**src/rtl/snn_pkg.sv**
```systemverilog
// Shared types and width helpers for the spiking-network neuron blocks.
package snn_pkg;

  typedef enum logic {
    INTEG  = 1'b0,
    REFRAC = 1'b1
  } neuron_state_t;

  localparam int W_W_DEF      = 3;
  localparam int V_W_DEF      = 5;
  localparam int REFRAC_W_DEF = 3;

  // Width that holds the sum of n_in weights of w_w bits without overflow.
  function automatic int sum_width(input int n_in, input int w_w);
    return w_w + $clog2(n_in + 1);
  endfunction

endpackage

```
**src/rtl/spike_weight_sum.sv**
```systemverilog
// Combinational adder of the weights whose presynaptic spike bit is set.
module spike_weight_sum
  import snn_pkg::*;
#(
  parameter  int N_IN  = 3,
  parameter  int W_W   = W_W_DEF,
  localparam int SUM_W = sum_width(N_IN, W_W)
) (
  input  logic [N_IN*W_W-1:0] weights_i,
  input  logic [N_IN-1:0]     spike_i,
  output logic [SUM_W-1:0]    sum_o
);

  logic [SUM_W-1:0] term [N_IN];

  for (genvar gi = 0; gi < N_IN; gi++) begin : g_term
    assign term[gi] = spike_i[gi] ? SUM_W'(weights_i[gi*W_W +: W_W]) : '0;
  end

  always_comb begin
    sum_o = '0;
    for (int i = 0; i < N_IN; i++) begin
      sum_o = sum_o + term[i];
    end
  end

endmodule

```
**src/rtl/lif_neuron.sv**
```systemverilog
// Leaky integrate-and-fire neuron with writable weights, runtime membrane
// constants, tick enable and an absolute refractory period.
module lif_neuron
  import snn_pkg::*;
#(
  parameter  int N_IN     = 3,
  parameter  int W_W      = W_W_DEF,
  parameter  int V_W      = V_W_DEF,
  parameter  int REFRAC_W = REFRAC_W_DEF,
  localparam int A_W      = (N_IN > 1) ? $clog2(N_IN) : 1
) (
  input  logic                clk,
  input  logic                rst,
  input  logic                en,
  input  logic [N_IN-1:0]     spike_in,
  input  logic                cfg_we,
  input  logic [A_W-1:0]      cfg_addr,
  input  logic [W_W-1:0]      cfg_wdata,
  input  logic [V_W-1:0]      v_rest,
  input  logic [V_W-1:0]      v_leak,
  input  logic [V_W-1:0]      v_thresh,
  input  logic [REFRAC_W-1:0] refrac_len,
  output logic                spike_out,
  output logic [V_W-1:0]      v_mem,
  output logic                refractory
);

  localparam int SUM_W = sum_width(N_IN, W_W);
  localparam int VN_W  = ((V_W > SUM_W) ? V_W : SUM_W) + 2;

  logic [W_W-1:0]      weight_q [N_IN];
  logic [N_IN*W_W-1:0] weight_bus;
  logic [SUM_W-1:0]    syn_sum;

  neuron_state_t       state_q, state_d;
  logic [REFRAC_W-1:0] cnt_q, cnt_d;
  logic [V_W-1:0]      v_mem_q, v_mem_d;
  logic                spike_q, spike_d;

  logic signed [VN_W-1:0] v_next, thresh_s, rest_s;

  // Out-of-range addresses match no entry, so they are dropped naturally.
  for (genvar gi = 0; gi < N_IN; gi++) begin : g_weight
    always_ff @(posedge clk or posedge rst) begin
      if (rst) begin
        weight_q[gi] <= '0;
      end else if (cfg_we && cfg_addr == A_W'(gi)) begin
        weight_q[gi] <= cfg_wdata;
      end
    end
    assign weight_bus[gi*W_W +: W_W] = weight_q[gi];
  end

  spike_weight_sum #(
    .N_IN (N_IN),
    .W_W  (W_W)
  ) u_sum (
    .weights_i (weight_bus),
    .spike_i   (spike_in),
    .sum_o     (syn_sum)
  );

  always_comb begin
    v_next   = VN_W'(v_mem_q) + VN_W'(syn_sum) - VN_W'(v_leak);
    thresh_s = VN_W'(v_thresh);
    rest_s   = VN_W'(v_rest);
  end

  always_comb begin
    state_d = state_q;
    cnt_d   = cnt_q;
    v_mem_d = v_mem_q;
    spike_d = 1'b0;
    if (en) begin
      case (state_q)
        INTEG: begin
          // Threshold wins over the floor clamp, even if v_rest >= v_thresh.
          if (v_next >= thresh_s) begin
            spike_d = 1'b1;
            v_mem_d = v_rest;
            if (refrac_len != '0) begin
              state_d = REFRAC;
              cnt_d   = refrac_len;
            end
          end else if (v_next < rest_s) begin
            v_mem_d = v_rest;
          end else begin
            v_mem_d = v_next[V_W-1:0];
          end
        end
        REFRAC: begin
          v_mem_d = v_rest;
          cnt_d   = cnt_q - 1'b1;
          if (cnt_q == REFRAC_W'(1)) begin
            state_d = INTEG;
          end
        end
        default: state_d = INTEG;
      endcase
    end
  end

  always_ff @(posedge clk or posedge rst) begin
    if (rst) begin
      state_q <= INTEG;
      cnt_q   <= '0;
      v_mem_q <= '0;
      spike_q <= 1'b0;
    end else begin
      state_q <= state_d;
      cnt_q   <= cnt_d;
      v_mem_q <= v_mem_d;
      spike_q <= spike_d;
    end
  end

  assign spike_out  = spike_q;
  assign v_mem      = v_mem_q;
  assign refractory = (state_q == REFRAC);

endmodule

```
**config.mk**
```make
export PLATFORM = sky130hd
export DESIGN_NAME = lif_neuron
export DESIGN_NICKNAME = d
export VERILOG_FILES = /design/src/rtl/snn_pkg.sv /design/src/rtl/spike_weight_sum.sv /design/src/rtl/lif_neuron.sv
export SDC_FILE = /design/constraint.sdc
export NUM_CORES = 1
export LEC_CHECK = 0
export ABC_CLOCK_PERIOD_IN_PS = 10100
export CORE_MARGIN = 3
export CORE_UTILIZATION = 55
export CTS_BUF_LIST = sky130_fd_sc_hd__clkbuf_2 sky130_fd_sc_hd__clkbuf_4 sky130_fd_sc_hd__clkbuf_8
export DETAILED_ROUTE_END_ITERATION = 8
export PLACE_DENSITY_LB_ADDON = 0.25
export SLEW_MARGIN = 20
export SYNTH_ARGS = -nofsm -noshare
export SYNTH_HDL_FRONTEND = slang
export SYNTH_HIERARCHICAL = 1
export SYNTH_SLANG_ARGS = --single-unit
```
**constraint.sdc**
```tcl
create_clock -name clk -period 10.1 [get_ports clk]
set_input_delay 2.02 -clock clk [delete_from_list [all_inputs] [get_ports clk]]
set_output_delay 2.02 -clock clk [all_outputs]
set_load 0.05 [all_outputs]
```
==> impl_table.tex <==
\begin{tabular}{lr}
\hline
Metric & Value \\
\hline
\multicolumn{2}{l}{\textbf{Routing}} \\
\quad Routed wire length per instance & 14.12 um \\
\quad Number of vias in the routed layout & 1,348 \\
\quad Met2 WL post-DR & 1782 um \\
\quad Initial drt markers & 33 \\
\quad Highest Signal Layer & met4 \\
\quad DRT met1 WL & 1586 um \\
\quad Routed WL & 3531 um \\
\quad Met3 WL post-DR & 132 um \\
\quad Drt first pass iters & 6 \\
\quad DRC violation count after routing & 0 \\
\quad Via density per instance & 5.392 \\
\quad Post-route antenna net violation count & 0 \\
\multicolumn{2}{l}{\textbf{Global routing}} \\
\quad GRT Overall Usage & 0.2109 \\
\quad Overflow left after global routing & 0 \\
\quad Pin count of the biggest net entering global routing & 20 \\
\quad First-pass GRT wire length & 5754 um \\
\quad Via count of the first global-routing pass & 1,291 \\
\quad Antenna violations before repair & 0 \\
\multicolumn{2}{l}{\textbf{Run status}} \\
\quad Outcome & finished clean \\
\multicolumn{2}{l}{\textbf{Layout}} \\
\quad Layout cell share with drive strength beyond 1 & 0.08676 \\
\quad Area Growth Syn to Fin & 25.43\% \\
\quad Final core utilization & 0.7373 \\
\quad Total inserted antenna cells & 0 \\
\quad Design Area, Final & 2086 sq um \\
\quad Register area & 475.5 sq um \\
\quad Fill cell instance count of the final layout & 229 \\
\quad Multi-input gate area & 1037 sq um \\
\quad Post-layout net count & 278 \\
\multicolumn{2}{l}{\textbf{Power and ir drop}} \\
\quad Maximum ir drop on the vdd rail & 199.4 uV \\
\quad Total power per unit cell area & 313.4 nW/um\^{}2 \\
\quad Leakage power of the design & 0.001050 uW \\
\multicolumn{2}{l}{\textbf{CTS}} \\
\quad CTS Root Buffer Type & sky130\_fd\_sc\_hd\_\_clkbuf\_4 \\
\quad Count of buffers added by post-CTS timing repair for setup & 0 \\
\quad Number of buffers inserted during clock tree synthesis & 3 \\
\quad Number of clock sinks & 19 \\
\quad CTS Hold Buffers Added & 0 \\
\quad Number of H-tree branching levels & 1 \\
\quad Insertion delay of the later-clocked pin in the worst-skew pair & 300 ps \\
\quad Clock slew seen by the registers of the worst setup and hold paths & 120 ps \\
\quad TritonCTS clock tree & built \\
\quad Count of instances resized after the clock tree is built & 0 \\
\quad Buffer depth of the longest clock path & 2 \\
\multicolumn{2}{l}{\textbf{Yosys}} \\
\quad Most used standard cell by instance count after synthesis & sky130\_fd\_sc\_hd\_\_inv\_1 \\
\quad Post-Synthesis Net Count & 238 \\
\quad Syn Std Cell Area & 1663 sq um \\
\quad Synth Area in Compound Gates & 0.1309 \\
\quad Average instance area after synthesis & 9.238 sq um \\
\quad Adder-cell share of the synthesized area & 0.2513 \\
\quad Post-Synth Simple-Gate Area & 0.1226 \\
\quad Area share of the largest cell type after synthesis & 0.2859 \\
\quad Main combinational cell family by area after synthesis & adder cells \\
\quad Top cells by area in the synthesized netlist & sky130\_fd\_sc\_hd\_\_dfrtp\_1 29\%, sky130\_fd\_sc\_hd\_\_ha\_1 14\%, sky130\_fd\_sc\_hd\_\_fa\_1 11\%, sky130\_fd\_sc\_hd\_\_inv\_1 8.8\%, sky130\_fd\_sc\_hd\_\_mux2\_2 6.8\% \\
\quad Top cells by instance count after synthesis & 39 x sky130\_fd\_sc\_hd\_\_inv\_1, 19 x sky130\_fd\_sc\_hd\_\_dfrtp\_1, 19 x sky130\_fd\_sc\_hd\_\_ha\_1, 16 x sky130\_fd\_sc\_hd\_\_nor2\_1 \\
\quad Number of different library cells in the post-synthesis netlist & 34 \\
\quad Xor/xnor cell area share of the yosys netlist & 0.02107 \\
\quad Share of the yosys chip area belonging to registers & 0.2859 \\
\quad Share of synthesized flip-flops with an asynchronous set or reset & 1.000 \\
\quad Number of instances in the synthesized netlist & 180 \\
\quad Syn. warnings & 6 \\
\quad Number of synthesized flops with an enable pin & 0 \\
\quad Multiplexer area fraction after synthesis & 0.09782 \\
\quad Synthesized flop and latch total & 19 \\
\quad Cell taking the most area after synthesis & sky130\_fd\_sc\_hd\_\_dfrtp\_1 \\
\quad Dominant register cell in the synthesized netlist & sky130\_fd\_sc\_hd\_\_dfrtp\_1 \\
\multicolumn{2}{l}{\textbf{Die}} \\
\quad Initial core utilization & 0.5878 \\
\quad Core area & 2829 sq um \\
\quad Die area & 3719 sq um \\
\quad Site row count & 19 \\
\quad Horizontal extent of the die & 60.99 um \\
\quad Vertical die dimension & 60.99 um \\
\quad I/O pins & 37 \\
\multicolumn{2}{l}{\textbf{STA}} \\
\quad Final number of max-transition violations & 0 \\
\quad Min Tclk post-route & 6583 ps \\
\quad Final Hold Slack & 514.6 ps \\
\quad Max Clk Rate & 151.9 MHz \\
\quad Setup Total Neg Slack & 0 ps \\
\quad RSZ-0062 raised after global routing & false \\
\quad Slew margin rel. & 0.5133 \\
\quad Setup-failing EPs final & 0 \\
\quad Transition time of the tightest slew-check pin & 729.3 ps \\
\quad Period utilization & 0.6518 \\
\quad Count of endpoints failing hold in the final timing report & 0 \\
\quad Final Skew & 6.926 ps \\
\multicolumn{2}{l}{\textbf{Placed design}} \\
\quad Placed standard-cell area & 2058 sq um \\
\quad Routability-driven placement congestion ratio & 0.8459 \\
\quad Half-perimeter wire length after placement & 3065 um \\
\quad Port Buf Inserts & 36 \\
\multicolumn{2}{l}{\textbf{Worst setup path}} \\
\quad CP endpoint kind & register \\
\quad Largest fanout on the critical path & 5 \\
\quad Critical Path AT & 6760 ps \\
\quad Required time at the worst-slack endpoint & 10,280 ps \\
\quad Type of element launching the critical path & primary input \\
\quad Kind of critical path & in2reg \\
\multicolumn{2}{l}{\textbf{Flow run}} \\
\quad Max cap viols & 0 \\
\multicolumn{2}{l}{\textbf{Hold path}} \\
\quad Tightest Hold Check Type & reg2reg \\
\hline
\end{tabular}
[flip-flops by register name (all words and copies together) (netlist names)]
register	cells
spike_out	1
refractory	1
weight_bus	9
cnt_q	3
v_mem	5
[through the flow]
step                      std cells  total power (uW)  worst slack [ps]
after floorplan                 180             489.2              4019
after global placement          246             588.3              3349
after detailed placement        246             613.7              3230
after CTS                       250             657.2              3553
after global routing            250             723.8              3249
final                           250             653.8              3517
[logic make-up after synthesis]
group,count (synthesis)
buffers and inverters,40
adder cells (fa/ha/maj),28
multiplexers,15
AO/OA/AOI/OAI,33
XOR/XNOR,4
flip-flops,19
AND/OR/NAND/NOR,41
[worst paths after layout]
kind / start / to / slack [ps] / cells past startpoint
worst max register to register: weight_bus[7] / v_mem[3] / 5340 / 21
worst max-delay path: spike_in[2] / v_mem[3] / 3520 / 22
worst min register to register: weight_bus[6] / weight_bus[6] / 510 / 1
worst min-delay path: weight_bus[6] / weight_bus[6] / 510 / 1
min in group asynchronous: rst / refractory / 2130 / 2
max in group asynchronous: rst / weight_bus[6] / 7510 / 2
[area by class of cell]
| cell class | instances | share of cell area |
|---|---|---|
| Tap cell | 31 | 0.01860 |
| Clock inverter | 1 | 0.002400 |
| Timing Repair Buffer | 36 | 0.1728 |
| Inverter | 39 | 0.07019 |
| Multi-Input combinational cell | 121 | 0.4973 |
| Clock buffer | 3 | 0.01080 |
| Sequential cell | 19 | 0.2280 |
[report_power, final]
part	internal, uW	switching (uW)
registers	98.5	19.5
logic	211	286
clock network	14.8	24.8
[critical path: stages]
cell and delay (ps):
sky130_fd_sc_hd__clkdlybuf4s50_1 490, sky130_fd_sc_hd__nand2_1 80, sky130_fd_sc_hd__fa_1 530, sky130_fd_sc_hd__inv_1 40, sky130_fd_sc_hd__ha_1 200, sky130_fd_sc_hd__inv_1 70, sky130_fd_sc_hd__fa_1 400, sky130_fd_sc_hd__inv_1 70
sky130_fd_sc_hd__inv_1 40, sky130_fd_sc_hd__fa_1 470, sky130_fd_sc_hd__inv_1 40, sky130_fd_sc_hd__ha_1 250, sky130_fd_sc_hd__a211oi_2 300, sky130_fd_sc_hd__nor2_1 100, sky130_fd_sc_hd__xor2_1 310, sky130_fd_sc_hd__ha_1 300
sky130_fd_sc_hd__o21ai_0 130, sky130_fd_sc_hd__inv_1 70, sky130_fd_sc_hd__a21oi_1 230, sky130_fd_sc_hd__nand4_2 270, sky130_fd_sc_hd__mux2i_1 260, sky130_fd_sc_hd__a21oi_1 90
[placed cells by master, fill, tap and decap left out, drive strengths merged, types with 5 or more instances in the layout]
cell           synthesis  routed
mux2                  10      10
inv                   39      39
dfrtp                 19      19
clkdlybuf4s50          0      36
a21oi                 12      12
mux2i                  5       5
fa                     9       9
o21ai                  7       7
nand2                 12      12
nor2                  16      16
ha                    19      19
[per-layer routing]
metal  vias to the layer above  global-route usage
li1                        672                   -
met1                       640              0.2776
met3                         5             0.04043
met4                         0             0.04644
met2                        31              0.3603
met5                         -                   0
No activity file was read; power rests on OpenSTA's default activity.
